<file path="config.mk">
export PLATFORM = sky130hd
export DESIGN_NAME = ts4231_emulator
export DESIGN_NICKNAME = d
export VERILOG_FILES = /design/src/rtl/ts4231_emulator.sv
export SDC_FILE = /design/constraint.sdc
export NUM_CORES = 1
export LEC_CHECK = 0
export BUFFER_PORTS_ARGS = -buffer_cell sky130_fd_sc_hd__buf_2
export CORE_ASPECT_RATIO = 0.8
export CORE_MARGIN = 1
export CORE_UTILIZATION = 40
export DETAILED_ROUTE_END_ITERATION = 8
export PLACE_DENSITY = 0.56
export SYNTH_ARGS = -nofsm -noshare
export SYNTH_HDL_FRONTEND = slang
export SYNTH_SLANG_ARGS = --single-unit
</file>
<file path="constraint.sdc">
create_clock -name clk -period 2.5 [get_ports clk]
set_input_delay 0 -clock clk [delete_from_list [all_inputs] [get_ports clk]]
set_output_delay 0 -clock clk [all_outputs]
set_load 0.01 [all_outputs]
</file>
<file path="src/rtl/ts4231_emulator.sv">
// ----------------------------------------------------------------------------
// ts4231_emulator
//
// Synthesizable responder model of the TS4231 light-to-digital converter's
// two-wire D/E bus. It emulates the sensor states S0, S3, SLEEP and WATCH
// together with the configuration-word write and read frames, so that a host
// configuration FSM can be exercised without a real sensor. The emulator only
// drives weak levels; the surrounding top level resolves each wire as
// host_oe ? host_val : emulator_val and feeds the result back on d_i/e_i.
//
// Ports
//   clk          in   clock
//   rst          in   asynchronous, active-high reset
//   d_i, e_i     in   resolved D/E bus levels (asynchronous to clk)
//   d_w, e_w     out  weak D/E levels driven by the emulator (registered)
//   light_env    in   emulated optical envelope, high = light present
//   light_data   in   emulated optical data
//   force_sleep  in   pulse: S3 or WATCH -> SLEEP
//   emu_state    out  0=SLEEP 1=WATCH 2=S3 3=S0 4=BUSY (any frame state)
//   cfg_value    out  last committed configuration word
//   cfg_valid    out  set by a committed write, cleared only by reset
//   protocol_err out  one-cycle pulse when a frame is aborted
// ----------------------------------------------------------------------------
module ts4231_emulator #(
    parameter int unsigned CLK_SPEED   = 50_000_000, // Hz, informational
    parameter int unsigned TIMEOUT_CYC = 50_000,     // idle cycles before a frame aborts
    parameter logic [13:0] CFG_DEFAULT = 14'h0000
) (
    input  logic        clk,
    input  logic        rst,
    input  logic        d_i,
    input  logic        e_i,
    output logic        d_w,
    output logic        e_w,
    input  logic        light_env,
    input  logic        light_data,
    input  logic        force_sleep,
    output logic [2:0]  emu_state,
    output logic [13:0] cfg_value,
    output logic        cfg_valid,
    output logic        protocol_err
);

    if (TIMEOUT_CYC < 2 || CLK_SPEED == 0) begin : g_bad_params
        $error("ts4231_emulator: TIMEOUT_CYC must be >= 2 and CLK_SPEED non-zero");
    end

    localparam int unsigned IDLE_W = $clog2(TIMEOUT_CYC + 1);

    localparam logic [2:0] EMU_SLEEP = 3'd0;
    localparam logic [2:0] EMU_WATCH = 3'd1;
    localparam logic [2:0] EMU_S3    = 3'd2;
    localparam logic [2:0] EMU_S0    = 3'd3;
    localparam logic [2:0] EMU_BUSY  = 3'd4;

    typedef enum logic [3:0] {
        ST_S0,
        ST_ENTRY,
        ST_S3,
        ST_START,
        ST_OP,
        ST_WR,
        ST_WR_STOP,
        ST_RD,
        ST_GW1,
        ST_WATCH,
        ST_SLEEP
    } state_t;

    state_t              state_q, state_d;
    logic                d_s1_q, d_s1_d, d_s2_q, d_s2_d, d_prev_q, d_prev_d;
    logic                e_s1_q, e_s1_d, e_s2_q, e_s2_d, e_prev_q, e_prev_d;
    logic [1:0]          entry_cnt_q, entry_cnt_d;
    logic [3:0]          idx_q, idx_d;
    logic [3:0]          presented_q, presented_d;
    logic [13:0]         shift_q, shift_d;
    logic                rd_bit_q, rd_bit_d;
    logic [13:0]         cfg_value_q, cfg_value_d;
    logic                cfg_valid_q, cfg_valid_d;
    logic                protocol_err_q, protocol_err_d;
    logic                d_w_q, d_w_d, e_w_q, e_w_d;
    logic [IDLE_W-1:0]   idle_q, idle_d;

    // Edge events are taken between the second synchronizer stage and the
    // edge register, so the levels used for qualification are d_s2_q/e_s2_q.
    logic d_rise, d_fall, e_rise, e_fall, d_edge, e_edge, both_edges, any_edge;
    logic in_frame, timeout, abort;
    logic [3:0] rd_idx;

    assign d_rise     = d_s2_q & ~d_prev_q;
    assign d_fall     = ~d_s2_q & d_prev_q;
    assign e_rise     = e_s2_q & ~e_prev_q;
    assign e_fall     = ~e_s2_q & e_prev_q;
    assign d_edge     = d_rise | d_fall;
    assign e_edge     = e_rise | e_fall;
    assign both_edges = d_edge & e_edge;
    assign any_edge   = d_edge | e_edge;

    assign in_frame = (state_q == ST_ENTRY) || (state_q == ST_START) || (state_q == ST_OP) ||
                      (state_q == ST_WR)    || (state_q == ST_WR_STOP) || (state_q == ST_RD) ||
                      (state_q == ST_GW1);

    // The idle counter only advances on edge-free frame cycles.
    assign timeout = in_frame && !any_edge && (idle_q == IDLE_W'(TIMEOUT_CYC - 1));
    assign rd_idx  = 4'd13 - presented_q;

    always_comb begin
        // NOTE: every variable gets a default before the case so that no path
        // leaves it unassigned, which would otherwise infer a latch.
        d_s1_d         = d_i;
        d_s2_d         = d_s1_q;
        d_prev_d       = d_s2_q;
        e_s1_d         = e_i;
        e_s2_d         = e_s1_q;
        e_prev_d       = e_s2_q;
        state_d        = state_q;
        entry_cnt_d    = entry_cnt_q;
        idx_d          = idx_q;
        presented_d    = presented_q;
        shift_d        = shift_q;
        rd_bit_d       = rd_bit_q;
        cfg_value_d    = cfg_value_q;
        cfg_valid_d    = cfg_valid_q;
        abort          = 1'b0;
        idle_d         = (in_frame && !any_edge) ? idle_q + 1'b1 : '0;

        // Simultaneous D/E edges or a stalled frame pre-empt any frame action.
        if (in_frame && (both_edges || timeout)) begin
            abort = 1'b1;
        end else begin
            case (state_q)
                ST_S0: begin
                    if (e_rise && !d_edge && !d_s2_q) begin
                        state_d     = ST_ENTRY;
                        entry_cnt_d = 2'd1;
                    end
                end
                ST_ENTRY: begin
                    if (e_rise && !d_s2_q) begin
                        if (entry_cnt_q != 2'd3) entry_cnt_d = entry_cnt_q + 2'd1;
                    end else if (d_rise && e_s2_q && (entry_cnt_q >= 2'd2)) begin
                        state_d     = ST_S3;
                        entry_cnt_d = '0;
                    end
                end
                ST_S3: begin
                    if (force_sleep) begin
                        state_d = ST_SLEEP;
                    end else if (!both_edges) begin
                        if (d_fall && e_s2_q) state_d = ST_START;
                        else if (e_fall && d_s2_q) state_d = ST_GW1;
                    end
                end
                ST_START: begin
                    if (e_fall) state_d = ST_OP;
                end
                ST_OP: begin
                    if (e_rise) begin
                        if (d_s2_q) begin
                            state_d     = ST_RD;
                            presented_d = '0;
                            rd_bit_d    = 1'b1;
                        end else begin
                            state_d = ST_WR;
                            idx_d   = 4'd13;
                        end
                    end
                end
                ST_WR: begin
                    if (e_rise) begin
                        shift_d[idx_q] = d_s2_q;
                        if (idx_q == 4'd0) state_d = ST_WR_STOP;
                        else idx_d = idx_q - 4'd1;
                    end else if (d_rise && e_s2_q) begin
                        abort = 1'b1;
                    end
                end
                ST_WR_STOP: begin
                    // The trailing E rise carries no data and is ignored.
                    if (d_rise && e_s2_q) begin
                        cfg_value_d = shift_q;
                        cfg_valid_d = 1'b1;
                        state_d     = ST_S3;
                    end
                end
                ST_RD: begin
                    if (e_fall && (presented_q < 4'd14)) begin
                        rd_bit_d    = cfg_value_q[rd_idx];
                        presented_d = presented_q + 4'd1;
                    end else if (d_rise && e_s2_q) begin
                        if (presented_q == 4'd14) state_d = ST_S3;
                        else abort = 1'b1;
                    end
                end
                ST_GW1: begin
                    if (e_rise) state_d = ST_WATCH;
                end
                ST_WATCH: begin
                    if (force_sleep) state_d = ST_SLEEP;
                end
                ST_SLEEP: begin
                    if (d_fall && !e_edge && !e_s2_q) state_d = ST_WATCH;
                end
                default: state_d = ST_S0;
            endcase
        end

        if (abort) begin
            state_d     = (state_q == ST_ENTRY) ? ST_S0 : ST_S3;
            shift_d     = '0;
            entry_cnt_d = '0;
        end
        protocol_err_d = abort;

        // Weak levels follow the state the emulator is currently in; they
        // therefore appear one clock after the transition that selects them.
        case (state_q)
            ST_S0, ST_GW1: begin d_w_d = 1'b0;       e_w_d = 1'b0;       end
            ST_SLEEP:      begin d_w_d = 1'b1;       e_w_d = 1'b0;       end
            ST_WATCH:      begin d_w_d = light_data; e_w_d = ~light_env; end
            ST_RD:         begin d_w_d = rd_bit_q;   e_w_d = 1'b1;       end
            default:       begin d_w_d = 1'b1;       e_w_d = 1'b1;       end
        endcase
    end

    always_ff @(posedge clk or posedge rst) begin
        if (rst) begin
            state_q        <= ST_S0;
            d_s1_q         <= 1'b0;
            d_s2_q         <= 1'b0;
            d_prev_q       <= 1'b0;
            e_s1_q         <= 1'b0;
            e_s2_q         <= 1'b0;
            e_prev_q       <= 1'b0;
            entry_cnt_q    <= '0;
            idx_q          <= '0;
            presented_q    <= '0;
            shift_q        <= '0;
            rd_bit_q       <= 1'b1;
            cfg_value_q    <= CFG_DEFAULT;
            cfg_valid_q    <= 1'b0;
            protocol_err_q <= 1'b0;
            d_w_q          <= 1'b0;
            e_w_q          <= 1'b0;
            idle_q         <= '0;
        end else begin
            // NOTE: non-blocking assignments so every flop samples the values
            // present before this edge, independent of statement order.
            state_q        <= state_d;
            d_s1_q         <= d_s1_d;
            d_s2_q         <= d_s2_d;
            d_prev_q       <= d_prev_d;
            e_s1_q         <= e_s1_d;
            e_s2_q         <= e_s2_d;
            e_prev_q       <= e_prev_d;
            entry_cnt_q    <= entry_cnt_d;
            idx_q          <= idx_d;
            presented_q    <= presented_d;
            shift_q        <= shift_d;
            rd_bit_q       <= rd_bit_d;
            cfg_value_q    <= cfg_value_d;
            cfg_valid_q    <= cfg_valid_d;
            protocol_err_q <= protocol_err_d;
            d_w_q          <= d_w_d;
            e_w_q          <= e_w_d;
            idle_q         <= idle_d;
        end
    end

    always_comb begin
        case (state_q)
            ST_S0:    emu_state = EMU_S0;
            ST_S3:    emu_state = EMU_S3;
            ST_WATCH: emu_state = EMU_WATCH;
            ST_SLEEP: emu_state = EMU_SLEEP;
            default:  emu_state = EMU_BUSY;
        endcase
    end

    assign d_w          = d_w_q;
    assign e_w          = e_w_q;
    assign cfg_value    = cfg_value_q;
    assign cfg_valid    = cfg_valid_q;
    assign protocol_err = protocol_err_q;

endmodule

</file>
# == Word level (Yosys, flattened, before mapping) ==
# Cells that the tools add are included.
# classes
n_addsub,5
order_cmp,5
eq_ne,38
muxes,63
bitwise,14
n_reduce_logical,41
# ops
cell,n
$mux 4,27
$mux 14,4
$pmux 4 s11,1
$ne 3x3->1 const B,9
$reduce_and 17->1,1
$add 16x1->16 const B,1
$eq 16x16->1 const B,1
$eq 4x3->1 const B,4
$eq 4x4->1 const B,4
$mux 16,1
$mux 2,8
$pmux 4 s2,2
$ne 3x2->1 const B,5
$bwmux 14,1
$logic_and 1x1->1,14
$ne 2x2->1 const B,7
$pmux 3 s4,1
$mux 1,11
$lt 4x5->1 const B,2
$reduce_and 5->1,2
$eq 4x2->1 const B,2
$logic_not 4->1,2
$reduce_bool 2->1,4
$logic_or 1x1->1,7
other kinds (27),45
# totals
register_bits,69
in_bits,7
out_inout_bits,21
elab_cells,184

# == Longest topological paths before layout ==
# Gate-level depths: netlist of run 1.
# depth
word_depth,14
mapped_depth,10
mapped_depth_nobuf,8

# == Worst setup path after synthesis of run 1 ==
# OpenSTA, ideal clock, no wires.
# synth_path
path_type,flip-flop to flip-flop
from,"register d_s2_q, in the netlist d_prev_d"
to,register state_q[1]
setup_ns,0.124
arrival_time_ns,2.099
required_ns,2.376
slack_ns,0.277
path_stages_with_launch,11
n_path_buf,2
period_less_slack_ns,2.223
cell_sequence,dfrtp_1 -> clkbuf_1 -> clkbuf_1 -> inv_1 -> ha_1 -> nand2_1 -> a21oi_1 -> o21a_1 -> o22a_1 -> and3_1 -> o31a_1
# synth_between
elab_chain_len,12
elab_cells_between_ends,54
classes_between,17 x eq/ne; 14 x mux; 6 x bitwise; 17 x reduce/logical
# synth_lines
item,line,source
from (decl),71,"logic d_s1_q, d_s1_d, d_s2_q, d_s2_d, d_prev_q, d_prev_d;"
from (signal assigned),251,d_s2_q <= d_s2_d;
$not 1->1,91,assign d_fall = ~d_s2_q & d_prev_q;
$and 1x1->1,91,
$or 1x1->1,94,assign d_edge = d_rise | d_fall;
$or 1x1->1,97,assign any_edge = d_edge | e_edge;
$logic_not 1->1,104,assign timeout = in_frame && !any_edge && (idle_q == IDLE_W'(TIMEOUT_CYC - 1));
$logic_and 1x1->1 (2 in a row),104,
$logic_or 1x1->1,128,if (in_frame && (both_edges || timeout)) begin
$logic_and 1x1->1,128,
$mux 1,128,
$ne 5x5->1 (no line) (tied with other cells),-,
$reduce_and 17->1 (no line),-,
to (signal assigned),249,state_q <= state_d;
to (decl),70,"state_t state_q, state_d;"
# Parallel ways exist; a longest one is shown, timed or not. The select of a mux whose other input is x is not followed.
# A chain may end at the register's enable or synchronous reset.

# == Final worst setup path of run 1 ==
# layout_path
from,register idle_q[0]
to,"register cfg_value_q[10], in the netlist cfg_value[10]"
# layout_between
elab_chain_len,6
# layout_lines
item,line,source
from (decl),82,"logic [IDLE_W-1:0] idle_q, idle_d;"
from (signal assigned),266,idle_q <= idle_d;
$eq 16x16->1,104,
$logic_and 1x1->1,104,
$logic_or 1x1->1,128,
$logic_and 1x1->1,128,
$not 1->1 (no line),-,
$reduce_and 3->1 (no line),-,
to (signal assigned),261,cfg_value_q <= cfg_value_d;
to (decl),78,"logic [13:0] cfg_value_q, cfg_value_d;"
# Every way passes these cells.

==> flow_summary_export.csv, run 1 <==
group,metric,value,unit
layout,signed_area_change_from_the_synthesized_netlist_to_the_final_layout,16.46,%
routing,via_count,2810,
pwr,power_leakage,2.118,nW
layout,layout.cell_area.non_filler,4392,um2
layout,num_antenna_cells,0,
setup_path,worstPathRequired,2.71,ns
worst_hold_path,hold_path_class,"in2reg",
synthesis,synth-seq-area-share,45.82,%
setup_path,worst-r2r-setup-slack,0.19,ns
die,boundaryPins,28,
global_route,grt_start_max_net_pins,26,
sta,count_of_pins_over_their_slew_limit,0,
layout,final_layout_size_suffix_gt1_share,18.47,%
cts,cts_made_buffers,9,
sta,finalSetupViolCount,0,
synthesis,synthXorXnorAreaFrac,3.716,%
cts,htree_levels,3,
synthesis,yosys_register_bits,69,
routing,avgViaCountPerCell,5.282,
synthesis,synth_simple_gate_area_share,20.87,%
synthesis,largest_family_of_logic_cells_by_synthesized_area,"simple AND/OR/NAND/NOR gates",
place,numPortBuffers,27,
worst_hold_path,whs_path_depth,3,
synthesis,post-synth-top-area-cell,"sky130_fd_sc_hd__dfrtp_1",
cts,cts_tree,"done",
routing,detail_route.wl_per_cell,15.50,um
run_status,outcome,"finished clean",
routing,final_antenna_net_count,0,
cts,post_cts.resized_instances,0,
cts,clockRootBuffer,"sky130_fd_sc_hd__clkbuf_16",
cts,cts.path.max_buffers,2,
die,die-height,88.85,um
sta,post-route-min-period,2.309,ns
global_route,grt_pass1_wl,13.81,mm
sta,fin_worst_hold_slack,0.02591,ns
routing,dr.first_iter.drc_count,225,
setup_path,critical_path_class,"reg2reg",
synthesis,synth_top_cell_area_share,45.12,%
setup_path,r2r.worst_path.cells,7,
pwr,power.density_cell_area,843.5,nW/um2
sta,setup-tns-final,0,ns
synthesis,post_synth_instance_area,3771,um2
global_route,grt_remaining_overflow,0,
place,dp_hpwl,5.996,mm
flow_run,max-cap-violations,0,
sta,slew_headroom,65.64,%
cts,clkSinkCount,69,
synthesis,synth_compound_gate_area_share,9.522,%
place,detailedPlace.worstSlack,0.2006,ns
routing,drt_wl_total,8.248,mm
setup_path,worstSetupStartpointType,"flop",
die,row_count,31,
routing,drt_drc_violations_left,0,
global_route,antenna_violations_before_repair,0,
cts,worst_skew_pair.late_latency,0.33,ns
synthesis,synth_flop_cell,"sky130_fd_sc_hd__dfrtp_1",
sta,fmaxAchievable,0.4331,GHz
synthesis,yosys.cell_count.top_type,"sky130_fd_sc_hd__dfrtp_1",
worst_hold_path,hp-start,"light_data",
synthesis,synth-edff-count,0,
cts,clkTransAtPathRegs,0.06,ns
routing,detail_route.first_pass.iterations,4,
sta,worstMarginPinSlew,0.5145,ns
sta,clock_tree_skew_after_final_layout,0.006367,ns
die,die_area,9822,um2
synthesis,ys_top_cells_by_count,"68 x sky130_fd_sc_hd__dfrtp_1, 54 x sky130_fd_sc_hd__nor2_1, 27 x sky130_fd_sc_hd__nand3_1, 22 x sky130_fd_sc_hd__nand2_1, 17 x sky130_fd_sc_hd__mux2i_1",
setup_path,worstSetupEndpointType,"flop",
die,floorplan.die.width,110.6,um
synthesis,muxShareOfSynthArea,11.38,%
sta,grt_setup_unrepaired,"no",
synthesis,netlist_instances,376,
synthesis,yosysWarnings,0,
sta,postLayoutSetupSlackWorst,0.1912,ns
setup_path,regToRegStartpoint,"idle_q[0]$_DFF_PP0_",
setup_path,path_max_fanout,15,
worst_hold_path,timing.hold.worst_endpoint,"d_w$_DFF_PP0_",
die,floorplan.core_area,9115,um2
place,gpl.final_weighted_congestion,0.8655,
pwr,post-layout-total-power,3.705,mW
setup_path,worst-endpoint-arrival,2.52,ns
pwr,ir_worst_vdd,0.0004129,V
synthesis,postSynthNetCount,398,
global_route,globalRouteTotalUtil,18.30,%
sta,report.final.hold_viol_count,0,
die,start_util,41.37,%
sta,timing.final.crit_share,92.35,%
layout,finalNetCount,434,
synthesis,syn_area_per_cell,10.03,um2
global_route,grt_pass1_vias,2664,
place,dpl_cell_area,4081,um2
synthesis,synthArstFlopShare,100.0,%
synthesis,synth.area.top_cells,"sky130_fd_sc_hd__dfrtp_1 45%, sky130_fd_sc_hd__nor2_1 5.4%, sky130_fd_sc_hd__ha_1 5.0%",
synthesis,synth-adder-area-share,4.977,%
setup_path,crit-reg2reg-capture,"cfg_value[10]$_DFFE_PP0P_",
synthesis,synthDistinctLibCells,54,
## placed cells by master (no fill, tap or decap), types with 3 or more instances in the layout
| cell | n |
|---|---|
| sky130_fd_sc_hd__inv_1 | 13 |
| sky130_fd_sc_hd__o21a_1 | 3 |
| sky130_fd_sc_hd__buf_4 | 15 |
| sky130_fd_sc_hd__o22a_1 | 4 |
| sky130_fd_sc_hd__xor2_1 | 7 |
| sky130_fd_sc_hd__ha_1 | 15 |
| sky130_fd_sc_hd__nand2_1 | 22 |
| sky130_fd_sc_hd__nand2b_1 | 7 |
| sky130_fd_sc_hd__nand3b_1 | 3 |
| sky130_fd_sc_hd__xnor2_1 | 9 |
| sky130_fd_sc_hd__mux2_4 | 9 |
| sky130_fd_sc_hd__mux2_1 | 5 |
| sky130_fd_sc_hd__buf_2 | 27 |
| sky130_fd_sc_hd__nand4_1 | 8 |
| sky130_fd_sc_hd__nor3_1 | 8 |
| sky130_fd_sc_hd__nor2_1 | 54 |
| sky130_fd_sc_hd__dlygate4sd3_1 | 3 |
| sky130_fd_sc_hd__o21ai_0 | 13 |
| sky130_fd_sc_hd__and3_1 | 8 |
| sky130_fd_sc_hd__mux4_2 | 3 |
| sky130_fd_sc_hd__a21oi_1 | 11 |
| sky130_fd_sc_hd__inv_6 | 4 |
| sky130_fd_sc_hd__mux2i_1 | 17 |
| sky130_fd_sc_hd__clkbuf_16 | 9 |
| sky130_fd_sc_hd__or4_1 | 3 |
| sky130_fd_sc_hd__nand3_1 | 27 |
| sky130_fd_sc_hd__nor4bb_1 | 3 |
| sky130_fd_sc_hd__dfrtp_1 | 68 |
## cell families after synthesis
family	count (synthesis)
compound gates	51
xor+xnor	16
fa+ha+maj	15
buf+inv	34
flops	69
mux	34
simple gates	157
## sequential cells by signal, indices dropped and copies added (netlist names), 2 cells and up
signal and flops:
idle_q 16, cfg_value 14, shift_q 14, idx_q 4, presented_q 4, state_q 4, entry_cnt_q 2
## how the worst max path moves through the flow
stage | from | endpoint | slack, ns | cells after the start
after global placement | idle_q[0]$_DFF_PP0_ | cfg_value[8]$_DFFE_PP0P_ | 0.23 | 7
after floorplan | d_prev_d$_DFF_PP0_ | state_q[1]$_DFFE_PP0P_ | 0.28 | 10
after CTS | idle_q[0]$_DFF_PP0_ | cfg_value[8]$_DFFE_PP0P_ | 0.18 | 7
final | idle_q[0]$_DFF_PP0_ | cfg_value[10]$_DFFE_PP0P_ | 0.19 | 7
after global routing | idle_q[0]$_DFF_PP0_ | cfg_value[9]$_DFFE_PP0P_ | 0.09 | 7
after detailed placement | idle_q[0]$_DFF_PP0_ | cfg_value[8]$_DFFE_PP0P_ | 0.20 | 7
## what timing repair did
item,CTS,global route
hold endpoints to repair,24,0
hold buffers,3,0
setup buffers,0,0
## layout make-up
class	instances	area, um2
fillers	829	4723
flip-flops and latches	69	1728
multi-input cells	273	1909
clock buffers	9	225.2
repair buffers	45	277.8
inverters	14	52.55
well taps	115	143.9
clock inverters	7	55.05
## worst max-delay path, cell delays in order (launching register included)
cell	delay, ns
sky130_fd_sc_hd__dfrtp_1	0.40
sky130_fd_sc_hd__ha_1	0.22
sky130_fd_sc_hd__and3_1	0.24
sky130_fd_sc_hd__nand4_1	0.20
sky130_fd_sc_hd__o211ai_2	0.14
sky130_fd_sc_hd__or4_1	0.42
sky130_fd_sc_hd__buf_4	0.23
sky130_fd_sc_hd__mux2_1	0.33
## metrics by stage
step / utilization (%) / std cells
finish: 48.18 / 532
global route: 48.18 / 532
CTS: 48.18 / 532
detailed placement: 44.78 / 513
global placement: 44.78 / 513
floorplan: - / 376
## metal layers
metal	global-route usage [%]	part of all wire, %	up-vias
met5	0	0	-
met4	6.182	1.1	0
met3	4.315	4.6	6
met2	27.05	42	60
met1	26.40	52	1349
li1	-	-	1395
## power breakdown
part           total, mW  leakage [nW]  internal, mW  switching (mW)
Combinational       1.17          1.06         0.452           0.721
Sequential          1.35         0.928          1.24           0.113
Clock               1.18         0.133         0.682           0.500
Total               3.70          2.12          2.37            1.33
Note: power is estimated with default switching activity, not from simulation.
==> run 2: changes to the inputs <==
- CORE_ASPECT_RATIO: 0.8 -> 2
==> run 2 against run 1 <==
Compared with the run above: the run now ends with DRC left; cell count shrank 2.6%; combinational power about the same; critical path depth stayed put; non-clock buffer count is the same; sequential share of layout area down 0.067 points; core utilization is 0.30 points higher; die area up 0.21%; flip-flop and latch count did not move; register-to-register slack about the same; clock skew down 0.00058 ns; worst hold slack lost 0.016 ns; critical path type unchanged; highest routed layer unchanged.
==> flow_summary_export.csv, run 2 (same netlist as run 1, synthesis figures left out) <==
group,metric,value,unit
die,floorplan.core_area,9074,um2
flow_run,max-cap-violations,0,
layout,commonest_cells_after_routing_fill_and_taps_aside,"68 x sky130_fd_sc_hd__dfrtp_1, 54 x sky130_fd_sc_hd__nor2_1, 27 x sky130_fd_sc_hd__nand3_1, 27 x sky130_fd_sc_hd__buf_2, 22 x sky130_fd_sc_hd__nand2_1",
global_route,grt-busiest-layer,"met2",
place,placed_cells_incl_taps,500,
die,start_util,41.56,%
layout,largest_register_ffs,16,
worst_hold_path,hold_path_class,"in2reg",
place,dpl_cell_area,4078,um2
setup_path,worst-endpoint-arrival,2.51,ns
setup_path,worstSetupEndpointType,"flop",
global_route,antenna_violations_before_repair,0,
sta,count_of_pins_over_their_slew_limit,0,
place,dp_hpwl,6.292,mm
cts,clkSinkCount,69,
run_status,failed_checks,"DRC",
place,gpl.final_weighted_congestion,0.8982,
sta,report.final.hold_viol_count,0,
routing,final_antenna_net_count,0,
routing,detail_route.wl_per_cell,16.17,um
layout,signed_area_change_from_the_synthesized_netlist_to_the_final_layout,16.66,%
global_route,grt_remaining_overflow,0,
cts,worst_skew_pair.late_latency,0.33,ns
sta,post-route-min-period,2.299,ns
cts,cts_made_buffers,9,
pwr,power_leakage,2.136,nW
pwr,ir_worst_vdd,0.0004195,V
setup_path,worstPathRequired,2.71,ns
layout,layout.cells.most_common,"sky130_fd_sc_hd__dfrtp_1",
global_route,grt_pass1_vias,2890,
cts,htree_levels,3,
setup_path,worstSetupStartpointType,"flop",
routing,drt_wl_total,8.374,mm
sta,fin_worst_hold_slack,0.01038,ns
global_route,globalRouteTotalUtil,18.79,%
sta,slew_headroom,52.52,%
layout,final_cells,518,
global_route,met1_track_demand_over_resource_in_global_routing,19.79,%
sta,setup-tns-final,0,ns
global_route,grt_util_met2,33.93,%
layout,final_util,48.48,%
die,boundaryPins,28,
layout,layout.cell_area.non_filler,4399,um2
sta,postLayoutSetupSlackWorst,0.2013,ns
place,detailedPlace.worstSlack,0.2099,ns
routing,detail_route.first_pass.iterations,9,
cts,cts_tree,"done",
sta,grt_setup_unrepaired,"no",
sta,clock_tree_skew_after_final_layout,0.005788,ns
routing,avgViaCountPerCell,5.473,
die,die_area,9843,um2
pwr,post-layout-total-power,3.755,mW
setup_path,critical_path_class,"reg2reg",
global_route,grt_pass1_wl,14.18,mm
die,row_count,49,
run_status,outcome,"finished with violations",
global_route,grt_start_max_net_pins,39,
die,floorplan.die.width,70.66,um
layout,finalNetCount,434,
sta,worstMarginPinSlew,0.7111,ns
cts,clockRootBuffer,"sky130_fd_sc_hd__clkbuf_16",
place,numPortBuffers,27,
layout,final_layout_size_suffix_gt1_share,18.03,%
layout,largest-register,"idle_q",
sta,finalSetupViolCount,0,
sta,timing.final.crit_share,91.95,%
die,die-height,139.3,um
layout,num_antenna_cells,0,
routing,dr.first_iter.drc_count,127,
routing,drt_drc_violations_left,11,
cts,cts.path.max_buffers,2,
routing,via_count,2835,
setup_path,path_max_fanout,15,
global_route,grtUsageMet3,3.621,%
pwr,power.density_cell_area,853.7,nW/um2
cts,post_cts.resized_instances,0,
cts,clkTransAtPathRegs,0.05,ns
sta,fmaxAchievable,0.4350,GHz
[run 2: cell types whose count changed in the layout (fill, tap and decap cells not counted)]
cell	before	now
sky130_fd_sc_hd__clkinv_4	0	1
sky130_fd_sc_hd__clkinv_2	1	2
sky130_fd_sc_hd__clkbuf_8	0	1
sky130_fd_sc_hd__clkbuf_1	0	1
sky130_fd_sc_hd__clkinvlp_4	2	0
sky130_fd_sc_hd__inv_6	4	0
sky130_fd_sc_hd__buf_12	0	1
sky130_fd_sc_hd__buf_4	15	14
sky130_fd_sc_hd__bufinv_16	0	1
[run 2: timing repair]
action | CTS | global route
hold endpoints to repair | 33 | 0
setup buffers | 0 | 0
hold buffers | 3 | 0
[run 2: worst paths after layout]
| path | start | endpoint | slack, ns | cells past startpoint |
|---|---|---|---|---|
| hold / removal | light_data | d_w$_DFF_PP0_ | 0.01 | 3 |
| setup reg to reg | e_prev_d$_DFF_PP0_ | cfg_value[9]$_DFFE_PP0P_ | 0.20 | 7 |
| max in group asynchronous | rst | rd_bit_q$_DFFE_PP1P_ | 1.45 | 4 |
| hold reg to reg | d_s1_q$_DFF_PP0_ | d_prev_d$_DFF_PP0_ | 0.35 | 0 |
| setup / recovery | e_prev_d$_DFF_PP0_ | cfg_value[9]$_DFFE_PP0P_ | 0.20 | 7 |
| min in group asynchronous | rst | shift_q[4]$_DFFE_PP0P_ | 0.33 | 3 |
[run 2: power breakdown]
part,total [mW],internal (mW),switching (mW)
sequential,1.35,1.24,0.109
combinational,1.18,0.458,0.720
clock,1.23,0.791,0.441
total,3.76,2.49,1.27
[run 2: layout make-up]
type                    count  area, um2
fillers                   888       4674
well taps                 102      127.6
multi-input cells         273       1909
clock buffers              11      242.7
repair buffers             45      290.3
clock inverters             4      48.80
flip-flops and latches     69       1728
inverters                  14      52.55
[run 2: layer usage]
| metal | wire length, um | up-vias |
|---|---|---|
| met5 | 0 | - |
| met4 | 376 | 0 |
| met3 | 188 | 25 |
| met2 | 4641 | 43 |
| met1 | 3167 | 1376 |
| li1 | - | 1391 |
[run 2: worst max-delay path, stage by stage, from the launching register on]
cell and delay, ns:
sky130_fd_sc_hd__dfrtp_1 0.42, sky130_fd_sc_hd__ha_1 0.38, sky130_fd_sc_hd__nor2_1 0.08, sky130_fd_sc_hd__o21ai_0 0.15, sky130_fd_sc_hd__o211ai_2 0.18, sky130_fd_sc_hd__or4_1 0.41
sky130_fd_sc_hd__buf_4 0.23, sky130_fd_sc_hd__mux2_1 0.33
==> run 3: changes to the inputs <==
--- a/config.mk
+++ b/config.mk
@@ -9,7 +9,7 @@
 export CORE_ASPECT_RATIO = 2
 export CORE_MARGIN = 1
-export CORE_UTILIZATION = 40
+export CORE_UTILIZATION = 45
 export DETAILED_ROUTE_END_ITERATION = 8
-export PLACE_DENSITY = 0.56
+export PLACE_DENSITY = 0.62
 export SYNTH_ARGS = -nofsm -noshare
 export SYNTH_HDL_FRONTEND = slang
==> constraint.sdc (replaced) <==
create_clock -name clk -period 2.5 [get_ports clk]
set_input_delay 0.125 -clock clk [delete_from_list [all_inputs] [get_ports clk]]
set_output_delay 0.125 -clock clk [all_outputs]
set_load 0.01 [all_outputs]
==> run 3 against run 2 <==
Compared with the run above: the flow now finishes without violations; critical path depth stayed put; first-iteration DRC count is 31% higher; flip-flop and latch count stayed put; cell count is 0.97% lower; sequential share of layout area hardly changed; register-to-register slack worse by 0.02 ns; core utilization is 6.4 points higher; maximum frequency is 0.72% lower; clock skew is 0.0015 ns lower; power is 1.0% higher; design area is 0.11% lower.
==> flow_summary_export.csv, run 3 (same netlist as run 1, synthesis figures left out) <==
group,metric,value,unit
sta,post-route-min-period,2.315,ns
die,floorplan.core_area,8000,um2
setup_path,worstPathRequired,2.71,ns
routing,drt_wl_total,8.369,mm
global_route,antenna_violations_before_repair,0,
cts,clkSinkCount,69,
sta,postLayoutSetupSlackWorst,0.1846,ns
cts,htree_levels,3,
routing,final_antenna_net_count,0,
cts,cts_tree,"done",
place,dp_hpwl,6.081,mm
routing,detail_route.wl_per_cell,16.31,um
setup_path,worstSetupStartpointType,"flop",
layout,largest_register_ffs,16,
sta,finalSetupViolCount,0,
layout,signed_area_change_from_the_synthesized_netlist_to_the_final_layout,16.52,%
sta,fmaxAchievable,0.4319,GHz
layout,layout.cell_area.non_filler,4394,um2
setup_path,critical_path_class,"reg2reg",
flow_run,max-cap-violations,0,
routing,via_count,2906,
global_route,grt_pass1_wl,13.75,mm
setup_path,worstSetupEndpointType,"flop",
sta,setup-tns-final,0,ns
routing,dr.first_iter.drc_count,167,
global_route,globalRouteTotalUtil,20.96,%
sta,grt_setup_unrepaired,"no",
sta,clock_tree_skew_after_final_layout,0.004246,ns
pwr,power_leakage,2.138,nW
layout,layout.cells.most_common,"sky130_fd_sc_hd__dfrtp_1",
die,start_util,47.14,%
worst_hold_path,hold_path_class,"in2reg",
routing,detail_route.first_pass.iterations,4,
layout,finalNetCount,434,
layout,final_layout_size_suffix_gt1_share,18.23,%
sta,timing.final.crit_share,92.61,%
layout,num_antenna_cells,0,
place,gpl.final_weighted_congestion,0.8719,
layout,largest-register,"idle_q",
sta,slew_headroom,63.08,%
place,numPortBuffers,27,
setup_path,path_max_fanout,15,
cts,cts_made_buffers,9,
pwr,post-layout-total-power,3.795,mW
die,die_area,8772,um2
routing,avgViaCountPerCell,5.665,
pwr,ir_worst_vdd,0.0005062,V
routing,drt_drc_violations_left,0,
die,boundaryPins,28,
layout,commonest_cells_after_routing_fill_and_taps_aside,"68 x sky130_fd_sc_hd__dfrtp_1, 54 x sky130_fd_sc_hd__nor2_1, 27 x sky130_fd_sc_hd__nand3_1, 27 x sky130_fd_sc_hd__buf_2, 22 x sky130_fd_sc_hd__nand2_1",
layout,final_cells,513,
cts,clockRootBuffer,"sky130_fd_sc_hd__clkbuf_16",
die,row_count,46,
cts,cts.path.max_buffers,2,
sta,report.final.hold_viol_count,0,
cts,worst_skew_pair.late_latency,0.33,ns
global_route,grt_start_max_net_pins,70,
cts,clkTransAtPathRegs,0.06,ns
place,detailedPlace.worstSlack,0.1970,ns
cts,post_cts.resized_instances,0,
global_route,grt_pass1_vias,2863,
place,dpl_cell_area,4064,um2
global_route,grt_remaining_overflow,0,
sta,count_of_pins_over_their_slew_limit,0,
setup_path,worst-endpoint-arrival,2.53,ns
layout,fillerInstances,716,
pwr,power.density_cell_area,863.6,nW/um2
run_status,outcome,"finished clean",
die,floorplan.die.width,66.73,um
die,die-height,131.5,um
place,placed_cells_incl_taps,494,
sta,worstMarginPinSlew,0.5529,ns
==> run 3: metrics by stage <==
step,util (%),hold slack [ns]
floorplan,-,0.1564
global placement,50.80,0.2297
detailed placement,50.80,0.2334
CTS,54.93,0.1463
global route,54.93,0.1796
finish,54.93,0.1430
==> run 3: metal layers <==
metal	track usage [%]	vias up	routed length [um]
li1	-	1396	-
met3	3.993	20	197
met2	37.54	58	4627
met4	10.52	0	268
met5	0	-	0
met1	22.09	1432	3275
==> run 3: repair_timing <==
| action | 4_1_cts | 5_1_grt |
|---|---|---|
| hold buffers | 3 | 0 |
| hold endpoints to repair | 70 | 0 |
| buffers inserted | 0 | 0 |
==> run 3: cell type report <==
class	count	area, um2	area share [%]
multi-input combinational	273	1903	43.31
clock inverter	6	61.31	1.395
tap	96	120.1	2.733
sequential	69	1728	39.32
clock buffer	10	239.0	5.438
inverter	14	52.55	1.196
timing repair buffer	45	290.3	6.606
==> run 3: path summary, 6_finish.rpt <==
check                      depth (start not counted)          startpoint                       end  slack, ns
hold reg to reg                                    0    d_s1_q$_DFF_PP0_        d_prev_d$_DFF_PP0_       0.36
hold / removal                                     3          light_data             d_w$_DFF_PP0_       0.14
max in group asynchronous                          4                 rst      rd_bit_q$_DFFE_PP1P_       1.75
min in group asynchronous                          4                 rst    shift_q[6]$_DFFE_PP0P_       0.42
setup reg to reg                                   7  e_prev_d$_DFF_PP0_  cfg_value[8]$_DFFE_PP0P_       0.18
setup / recovery                                   7  e_prev_d$_DFF_PP0_  cfg_value[8]$_DFFE_PP0P_       0.18
==> run 3: where the power goes <==
part | total [mW] | internal [mW] | switching [mW]
registers | 1.35 | 1.24 | 0.115
clock network | 1.28 | 0.797 | 0.488
logic | 1.16 | 0.445 | 0.713
total | 3.79 | 2.48 | 1.32
==> run 3: critical path, cell delays in order (launching register included) <==
cell and delay, ns:
sky130_fd_sc_hd__dfrtp_1 0.43, sky130_fd_sc_hd__ha_1 0.38, sky130_fd_sc_hd__nor2_1 0.08, sky130_fd_sc_hd__o21ai_0 0.13, sky130_fd_sc_hd__o211ai_2 0.17, sky130_fd_sc_hd__or4_1 0.44, sky130_fd_sc_hd__buf_4 0.24, sky130_fd_sc_hd__mux2_1 0.32
